===== src/rtl/golden_nonce_uart_tx.sv =====
`default_nettype none
// ============================================================================
// Module   : golden_nonce_uart_tx
// Purpose  : Queues golden nonces from the hashcore result path in a small
//            FIFO and sends each one to the host as four 8N1 UART bytes,
//            least-significant byte first.
// Ports    : hash_clk           - hashing clock, all state on rising edge
//            reset_n            - asynchronous active-low reset
//            golden_nonce_in    - nonce, valid while golden_nonce_match is high
//            golden_nonce_match - push strobe (one word per high cycle)
//            txd                - registered UART serial output, idle high
//            busy               - frame in progress or words still queued
//            overflow           - sticky, a match was dropped on a full FIFO
//            fifo_count         - words queued, excluding the word on the wire
// Revision : 1.0 - initial release
// ============================================================================
module golden_nonce_uart_tx #(
    parameter int BAUD_DIV = 217,   // hash_clk cycles per UART bit, 2..65535
    parameter int FIFO_AW  = 2      // FIFO depth = 2**FIFO_AW words
) (
    input  logic             hash_clk,
    input  logic             reset_n,
    input  logic [31:0]      golden_nonce_in,
    input  logic             golden_nonce_match,
    output logic             txd,
    output logic             busy,
    output logic             overflow,
    output logic [FIFO_AW:0] fifo_count
);

    localparam int                 DEPTH       = 1 << FIFO_AW;
    localparam logic [FIFO_AW:0]   c_full      = (FIFO_AW + 1)'(DEPTH);
    localparam logic [FIFO_AW:0]   c_cnt_one   = (FIFO_AW + 1)'(1);
    localparam logic [FIFO_AW-1:0] c_ptr_one   = FIFO_AW'(1);
    localparam logic [15:0]        c_baud_last = 16'(BAUD_DIV - 1);

    typedef enum logic [1:0] {
        ST_IDLE  = 2'd0,
        ST_START = 2'd1,
        ST_DATA  = 2'd2,
        ST_STOP  = 2'd3
    } state_t;

    // Registered state
    state_t             r_state;
    logic [15:0]        r_baud;
    logic [2:0]         r_bit_idx;
    logic [1:0]         r_byte_idx;
    logic [31:0]        r_shift;
    logic               r_txd;
    logic               r_overflow;
    logic [FIFO_AW:0]   r_count;
    logic [FIFO_AW-1:0] r_wr_ptr;
    logic [FIFO_AW-1:0] r_rd_ptr;
    logic [31:0]        r_mem [DEPTH];

    // Next-state / control
    state_t             w_state_n;
    logic [15:0]        w_baud_n;
    logic [2:0]         w_bit_idx_n;
    logic [1:0]         w_byte_idx_n;
    logic [31:0]        w_shift_n;
    logic               w_txd_n;
    logic               w_pop;
    logic               w_push;
    logic               w_drop;
    logic               w_baud_wrap;
    logic [7:0]         w_byte;

    assign w_baud_wrap = (r_baud == c_baud_last);
    assign w_byte      = r_shift[7:0];

    // A pop frees a slot in the same edge, so a match that coincides with
    // an IDLE pop is accepted even when the FIFO is full.
    assign w_push = golden_nonce_match && ((r_count != c_full) || w_pop);
    assign w_drop = golden_nonce_match && !w_push;

    // ------------------------------------------------------------------
    // Next-state logic. txd is registered, so the value computed here is
    // the level the line takes during the cycle the FSM moves into; that
    // is what makes the start bit appear right after the pop edge.
    // ------------------------------------------------------------------
    always_comb begin
        w_state_n    = r_state;
        w_baud_n     = r_baud;
        w_bit_idx_n  = r_bit_idx;
        w_byte_idx_n = r_byte_idx;
        w_shift_n    = r_shift;
        w_txd_n      = 1'b1;
        w_pop        = 1'b0;

        if (r_state != ST_IDLE) begin
            w_baud_n = w_baud_wrap ? 16'd0 : r_baud + 16'd1;
        end

        case (r_state)
            ST_IDLE: begin
                if (r_count != '0) begin
                    w_pop        = 1'b1;
                    w_shift_n    = r_mem[r_rd_ptr];
                    w_byte_idx_n = 2'd0;
                    w_baud_n     = 16'd0;
                    w_state_n    = ST_START;
                    w_txd_n      = 1'b0;
                end
            end
            ST_START: begin
                w_txd_n = 1'b0;
                if (w_baud_wrap) begin
                    w_bit_idx_n = 3'd0;
                    w_state_n   = ST_DATA;
                    w_txd_n     = w_byte[0];
                end
            end
            ST_DATA: begin
                w_txd_n = w_byte[r_bit_idx];
                if (w_baud_wrap) begin
                    if (r_bit_idx == 3'd7) begin
                        w_state_n = ST_STOP;
                        w_txd_n   = 1'b1;
                    end else begin
                        w_bit_idx_n = r_bit_idx + 3'd1;
                        w_txd_n     = w_byte[r_bit_idx + 3'd1];
                    end
                end
            end
            ST_STOP: begin
                w_txd_n = 1'b1;
                if (w_baud_wrap) begin
                    if (r_byte_idx != 2'd3) begin
                        // Next byte follows immediately, no inter-byte gap.
                        w_byte_idx_n = r_byte_idx + 2'd1;
                        w_shift_n    = {8'd0, r_shift[31:8]};
                        w_state_n    = ST_START;
                        w_txd_n      = 1'b0;
                    end else begin
                        w_state_n = ST_IDLE;
                    end
                end
            end
            default: begin
                w_state_n = ST_IDLE;
            end
        endcase
    end

    // ------------------------------------------------------------------
    // Sequential state
    // ------------------------------------------------------------------
    always_ff @(posedge hash_clk or negedge reset_n) begin
        if (!reset_n) begin
            r_state    <= ST_IDLE;
            r_baud     <= 16'd0;
            r_bit_idx  <= 3'd0;
            r_byte_idx <= 2'd0;
            r_shift    <= 32'd0;
            r_txd      <= 1'b1;
            r_overflow <= 1'b0;
            r_count    <= '0;
            r_wr_ptr   <= '0;
            r_rd_ptr   <= '0;
        end else begin
            r_state    <= w_state_n;
            r_baud     <= w_baud_n;
            r_bit_idx  <= w_bit_idx_n;
            r_byte_idx <= w_byte_idx_n;
            r_shift    <= w_shift_n;
            r_txd      <= w_txd_n;
            if (w_drop) begin
                r_overflow <= 1'b1;
            end
            if (w_push) begin
                r_wr_ptr <= r_wr_ptr + c_ptr_one;
            end
            if (w_pop) begin
                r_rd_ptr <= r_rd_ptr + c_ptr_one;
            end
            case ({w_push, w_pop})
                2'b10:   r_count <= r_count + c_cnt_one;
                2'b01:   r_count <= r_count - c_cnt_one;
                default: r_count <= r_count;
            endcase
        end
    end

    // Storage needs no reset: the pointers and count define which words
    // are valid, and a reset empties the FIFO by clearing them.
    always_ff @(posedge hash_clk) begin
        if (w_push) begin
            r_mem[r_wr_ptr] <= golden_nonce_in;
        end
    end

    assign txd        = r_txd;
    assign busy       = (r_state != ST_IDLE) || (r_count != '0);
    assign overflow   = r_overflow;
    assign fifo_count = r_count;

endmodule
`default_nettype wire


===== config.mk =====
export PLATFORM = sky130hd
export DESIGN_NAME = golden_nonce_uart_tx
export DESIGN_NICKNAME = d
export VERILOG_FILES = /design/src/rtl/golden_nonce_uart_tx.sv
export SDC_FILE = /design/constraint.sdc
export NUM_CORES = 1
export LEC_CHECK = 0
export BUFFER_PORTS_ARGS = -buffer_cell sky130_fd_sc_hd__buf_4
export CELL_PAD_IN_SITES_DETAIL_PLACEMENT = 0
export CELL_PAD_IN_SITES_GLOBAL_PLACEMENT = 2
export CORE_MARGIN = 5
export CORE_UTILIZATION = 49
export CTS_BUF_LIST = sky130_fd_sc_hd__clkbuf_8 sky130_fd_sc_hd__clkbuf_16
export DETAILED_ROUTE_END_ITERATION = 12
export PLACE_DENSITY_LB_ADDON = 0.1
export SKIP_CTS_REPAIR_TIMING = 1
export SLEW_MARGIN = 20
export SYNTH_ARGS = -nofsm -noshare
export SYNTH_HDL_FRONTEND = slang
export SYNTH_SLANG_ARGS = --single-unit

===== constraint.sdc =====
create_clock -name hash_clk -period 6.7 [get_ports hash_clk]
set_clock_uncertainty 0.15 [all_clocks]
set_input_delay 1.005 -clock hash_clk [delete_from_list [all_inputs] [get_ports hash_clk]]
set_output_delay 1.005 -clock hash_clk [all_outputs]
set_load 0.1 [all_outputs]

; ---- Yosys cells after proc, flatten, opt, wreduce, memory -nomap -nowiden
; Memories as Yosys holds them, arrays and structs flattened.
; Index checks and enable logic that the tools add are counted.
[op_classes]
add_sub_neg = 7
magnitude_cmp = 2
eq_ne = 16
n_mux = 39
reduce_logical = 14
[ops]
columns = op, count
row1 = 32-bit two-way mux, 3
row2 = 16-bit two-way mux, 4
row3 = 32-bit case mux with 2 select lines, 1
row4 = "16-bit by 1-bit adder with 16-bit output, second input constant", 1
row5 = "16-bit by 8-bit equality test with 1-bit output, second input constant", 1
row6 = 2-bit two-way mux, 8
row7 = "2-bit inequality test, second input constant", 8
row8 = 1-bit two-way mux, 13
row9 = 3-bit case mux with 2 select lines, 2
row10 = 3-bit two-way mux, 3
row11 = "3-bit by 4-bit less-than comparator with 1-bit output, second input constant", 2
row12 = 2-bit case mux with 4 select lines, 1
row13 = 4-bit AND reduction, 2
row14 = 2-bit nonzero test, 4
row15 = "2-bit by 1-bit adder with 2-bit output, second input constant", 3
row16 = "3-bit by 1-bit adder with 3-bit output, second input constant", 2
row17 = 1-bit binary-select mux with 3-bit select, 2
row18 = "2-bit equality test, second input constant", 3
row19 = 5-bit AND reduction, 1
row20 = "2-bit by 1-bit equality test with 1-bit output, second input constant", 2
row21 = 1-bit case mux with 4 select lines, 1
row22 = 2-bit case mux with 2 select lines, 1
row23 = "3-bit equality test, second input constant", 1
row24 = "3-bit inequality test, second input constant", 1
row25 = other kinds (6), 8
[totals]
reg_bits = 64
ram_bits = 128
in_bits = 35
output_inout_bits = 6
n_memories = 1
[mem_list]
columns = memory, depth, word_bits, read_ports, rd_clocked_by_memory_dff, write_ports, line_no
row1 = r_mem, 4, 32, 1, 0, 1, 55  ; logic [31:0] r_mem [DEPTH];

; ---- Logic depth before layout (Yosys ltp)
[logic_depth]
depth_word = 7
mapped_depth = 10

; ---- Worst setup path before layout
; OpenSTA, ideal clock, no wires.
[synth_path]
path_kind = reg-to-output
from = register r_count[1] (netlist: fifo_count[1])
to = output port busy
arrival_ps = 1748
required_ps = 5545
slack_ps = 3797
path_stages_with_launch = 4
path_buffers = 1
path_cell_list = dfrtp_1 -> nor4b_4 -> inv_2 -> buf_2
[synth_via]
elab_chain_cells = 2
[synth_lines]
columns = item, line_no
row1 = "start, declared", 52  ; logic [FIFO_AW:0] r_count;
row2 = "start signal, assigned", 179  ; 2'b10: r_count <= r_count + c_cnt_one;
row3 = "start signal, assigned", 180  ; 2'b01: r_count <= r_count - c_cnt_one;
row4 = "start signal, assigned", 181  ; default: r_count <= r_count;
row5 = 3-bit nonzero test, 195  ; assign busy = (r_state != ST_IDLE) || (r_count != '0);
row6 = 1-bit logical OR, 195
row7 = "end, declared", 26  ; output logic busy,
; No other way between the ends.

; ---- Final worst setup path
[layout_path]
from = register r_state[0]
to = output port busy
[layout_via]
elab_chain_cells = 2
[layout_lines]
columns = item, line_no
row1 = "start, declared", 45  ; state_t r_state;
row2 = "start signal, assigned", 163  ; r_state <= w_state_n;
row3 = 2-bit nonzero test, 195
row4 = 1-bit logical OR, 195
; No other way between the ends.

==> run summary <==
The flow ran to the end, and the final reports show no timing, DRC or antenna violations. The gate count after technology mapping is 511, and the peak ir drop on the vdd network is 0.0002171 V. The global placer's final weighted congestion was 0.8258. The total overflow left after global routing is 0. Setup repair after global routing left no endpoint under its margin. TritonCTS built the clock tree. By startpoint and endpoint, the worst setup path is classified as reg -> out. The tools report the hold-critical path endpoint as overflow$_DFFE_PN0P_. The number of antenna diodes in the final layout is 0. Summed over all failing endpoints, the final setup total negative slack is 0 ns. Along the worst path, the maximum fanout reaches 12. Dividing the detail-routed via count by the number of cells gives 5.513. For this design the static power due to leakage is 3.363 nW.

Worst flop-to-flop path endpoint: r_shift[7]$_DFFE_PN0P_. The number of pins exceeding their max-slew limit in the final report was 0; the number of distinct library cell variants in the gate-level netlist after synthesis was 51. In the routed design, unresolved DRC markers number 0. In the layout the commonest cells are sky130_fd_sc_hd__edfxtp_1 (128), sky130_fd_sc_hd__dfrtp_1 (62), sky130_fd_sc_hd__buf_4 (49). The number of instances on the worst hold path is 1, and the post-placement cell area is 8572 µm². Post-synth net total: 560. In this run the critical register-to-register path is launched from r_state[0]$_DFFE_PN0P_.

Worst min-delay path startpoint: overflow$_DFFE_PN0P_. The final route contains 4322 vias. Commonest non-fill, non-tap cell in the layout: sky130_fd_sc_hd__edfxtp_1. The maximum cell stage delay along the critical path was 0.59 ns.

In this run the count of I/O pins placed on the die edge is 41. Portion of synthesized cell area occupied by the leading cell type: 47.72%. The width of the chip was 138.2 µm. The number of hold-slack violations in the final timing report came out at 0. By area the synthesized netlist is led by sky130_fd_sc_hd__edfxtp_1 (48%), sky130_fd_sc_hd__dfrtp_1 (20%), sky130_fd_sc_hd__mux4_2 (10%), sky130_fd_sc_hd__mux2i_1 (3.5%), sky130_fd_sc_hd__ha_1 (2.0%). Measured in cells, the most critical reg-to-reg path has a length of 9.

The final layout contains 604 nets. The clock period could shrink to 3.641 ns. Clock-pin slew was measured on the worst setup and hold paths at 0.07 ns.

Yosys printed 0 warnings. Measured on the finished design, the core utilization comes to 57.23%. The run gives 69 as the maximum number of pins on one net before global-route repair.

The number of antenna violations at the first check in global routing was 0; the final worst-path cycle share was 54.34%. Setup violations remaining at the end of the flow were counted as 0. sky130_fd_sc_hd__edfxtp_1 takes more of the synthesized area than any other cell.

The worst min-delay path category was reg -> reg. The tools report the reported max-cap violation count as 0. Once detail routing completed, the nets flagged for antenna violations numbered 0.

For the first-pass iteration count of the detailed router, the log shows 4. The tools report the top achievable clock speed as 274.7 MHz. The run gives 0.3229 ns as the post-route worst hold slack. Row generation in the floorplan step produced 46 rows. The number of DRC markers after the initial detailed-route iteration came out at 334.

The fraction of final layout cells with drive strength greater than 1 was 22.18%; the wire length reported by the detailed router was 14.96 mm. The placed wire-length estimate after detailed placement is 9.125 mm. The synthesized flop and latch total was 192. The via count of the first global-routing pass was 4499; the clock sink total was 192.

The area growth from synthesis to layout is 13.68%. The number of enable-type register cells in the synthesized netlist is 128. The signal on the critical path passes through inv_1 -> ha_1 -> nor4b_4 -> inv_2 -> buf_4. The share of the yosys chip area belonging to registers came out at 67.61%. Dividing the detail-routed wire length by the instance count gives 19.08 µm. Startpoint kind of the worst setup timing path: a flip-flop. The data arrival time of the critical path came out at 2.49 ns. The tools report the root cell of the clock tree as sky130_fd_sc_hd__clkbuf_16. Setup slack on the worst reg-to-reg path comes out at 3.77 ns. For this design, the slowest cell found on the critical path is sky130_fd_sc_hd__nor4b_4. The die height came out at 138.2 µm. The initial utilization of the core area, before any placement, comes to 50.34%.

The die covers 19100 µm². Counting along the longest clock path gives a buffer depth of 2. For this run, the leading register cell type out of synthesis is sky130_fd_sc_hd__edfxtp_1.

The async set or reset register ratio after synthesis is 33.33%, and the total clock buffers created by CTS is 17. The finished cells cover 9158 µm². The worst setup path is captured at an output pin.

The count of input and output buffers was 40; the worst slew slack as a fraction of its limit was 41.88%. Power spread over the standard cell area amounts to 442.8 nW/µm². The first global-routing pass estimated 24.44 mm of wire.

Data on the critical path is required at its endpoint by 5.54 ns. The synthesized area was 8055 µm². The average cell area after synthesis is 15.76 µm². Global routing consumed, over all layers together, 16.29% of the routing resources. The tools report the level count of the clock H-tree as 4. For the pin with the worst max-slew slack, the measured transition is 0.8718 ns. The logs give 16000 µm² for the core box area and 0.42 ns for the insertion delay to the later sink of the worst-skew pair.
## state kept, by name (all words and copies together) (netlist names)
register    cells
overflow        1
r_mem         128
r_wr_ptr        2
r_rd_ptr        2
r_bit_idx       3
r_state         2
fifo_count      3
txd             1
r_byte_idx      2
r_shift        32
r_baud         16
## critical path, delay by kind of cell (launching register included)
kind / cells / cell delay (ns)
adders and majority gates: 1 / 0.39
buffers and inverters: 3 / 0.67
and+or+nand+nor: 1 / 0.59
DFF: 1 / 0.42
## cell families (layout without fill, tap and decap cells)
group           after synthesis  in the layout  synth area share, %
xor+xnor                      8              8               0.8699
flops                       192            192                67.61
buf+inv                      45            102                2.532
fa+ha+maj                    14             14                2.268
compound gates               81             81                5.871
simple gates                105            105                7.021
mux                          66             66                13.82
## per-layer routing
metal	vias up	global-route usage [%]	share of wire, %
met2	66	27.47	51
met5	-	0	0
met3	8	4.034	3.0
li1	2031	-	-
met4	0	3.952	0.78
met1	2217	21.49	45
## worst max path at each step
stage,end,slack [ns],cells after the start,startpoint
final,busy,3.06,5,r_state[0]$_DFFE_PN0P_
after global routing,busy,2.82,5,r_state[0]$_DFFE_PN0P_
after CTS,busy,3.00,5,r_state[0]$_DFFE_PN0P_
after detailed placement,busy,3.51,5,r_state[0]$_DFFE_PN0P_
after global placement,busy,3.61,5,r_state[0]$_DFFE_PN0P_
after floorplan,busy,3.80,3,fifo_count[1]$_DFFE_PN0P_
## metrics by stage
| step | worst slack, ns | std cells | power, mW |
|---|---|---|---|
| global placement | 3.611 | 752 | 3.069 |
| CTS | 3.000 | 784 | 4.115 |
| finish | 3.059 | 784 | 4.055 |
| floorplan | 3.797 | 511 | 2.760 |
| global route | 2.821 | 784 | 4.305 |
| detailed placement | 3.505 | 752 | 3.111 |
## cells in the mapped netlist (2+ instances only)
master and n:
sky130_fd_sc_hd__o21ai_0 27, sky130_fd_sc_hd__a21oi_1 28, sky130_fd_sc_hd__mux4_2 36, sky130_fd_sc_hd__o31ai_1 3, sky130_fd_sc_hd__buf_6 2, sky130_fd_sc_hd__mux2i_1 28, sky130_fd_sc_hd__inv_1 20, sky130_fd_sc_hd__buf_2 10
sky130_fd_sc_hd__nor3_1 2, sky130_fd_sc_hd__a31oi_1 3, sky130_fd_sc_hd__a41o_1 2, sky130_fd_sc_hd__nand2_1 27, sky130_fd_sc_hd__nor2b_1 2, sky130_fd_sc_hd__buf_4 2, sky130_fd_sc_hd__nand3_1 10, sky130_fd_sc_hd__clkbuf_1 10
sky130_fd_sc_hd__a22o_1 5, sky130_fd_sc_hd__and2_1 4, sky130_fd_sc_hd__xor2_1 5, sky130_fd_sc_hd__edfxtp_1 128, sky130_fd_sc_hd__nor2_1 31, sky130_fd_sc_hd__nand3b_1 9, sky130_fd_sc_hd__o21ai_1 8, sky130_fd_sc_hd__xnor2_1 3
sky130_fd_sc_hd__dfrtp_1 63, sky130_fd_sc_hd__nand4_1 4, sky130_fd_sc_hd__nor4_2 3, sky130_fd_sc_hd__ha_1 13
## cell type report
| cell class | instances | area [µm²] |
|---|---|---|
| Timing Repair Buffer | 49 | 367.9 |
| Multi-Input combinational cell | 274 | 2407 |
| Sequential cell | 192 | 5448 |
| Clock inverter | 15 | 160.2 |
| Inverter | 21 | 78.83 |
| Fill cell | 1312 | 6843 |
| Tap cell | 216 | 270.3 |
| Clock buffer | 17 | 425.4 |
## power breakdown
group | switching [mW] | internal, mW
clock network | 0.439 | 0.556
logic | 0.777 | 0.537
registers | 0.156 | 1.59
Note: power is estimated with default switching activity, not from simulation.
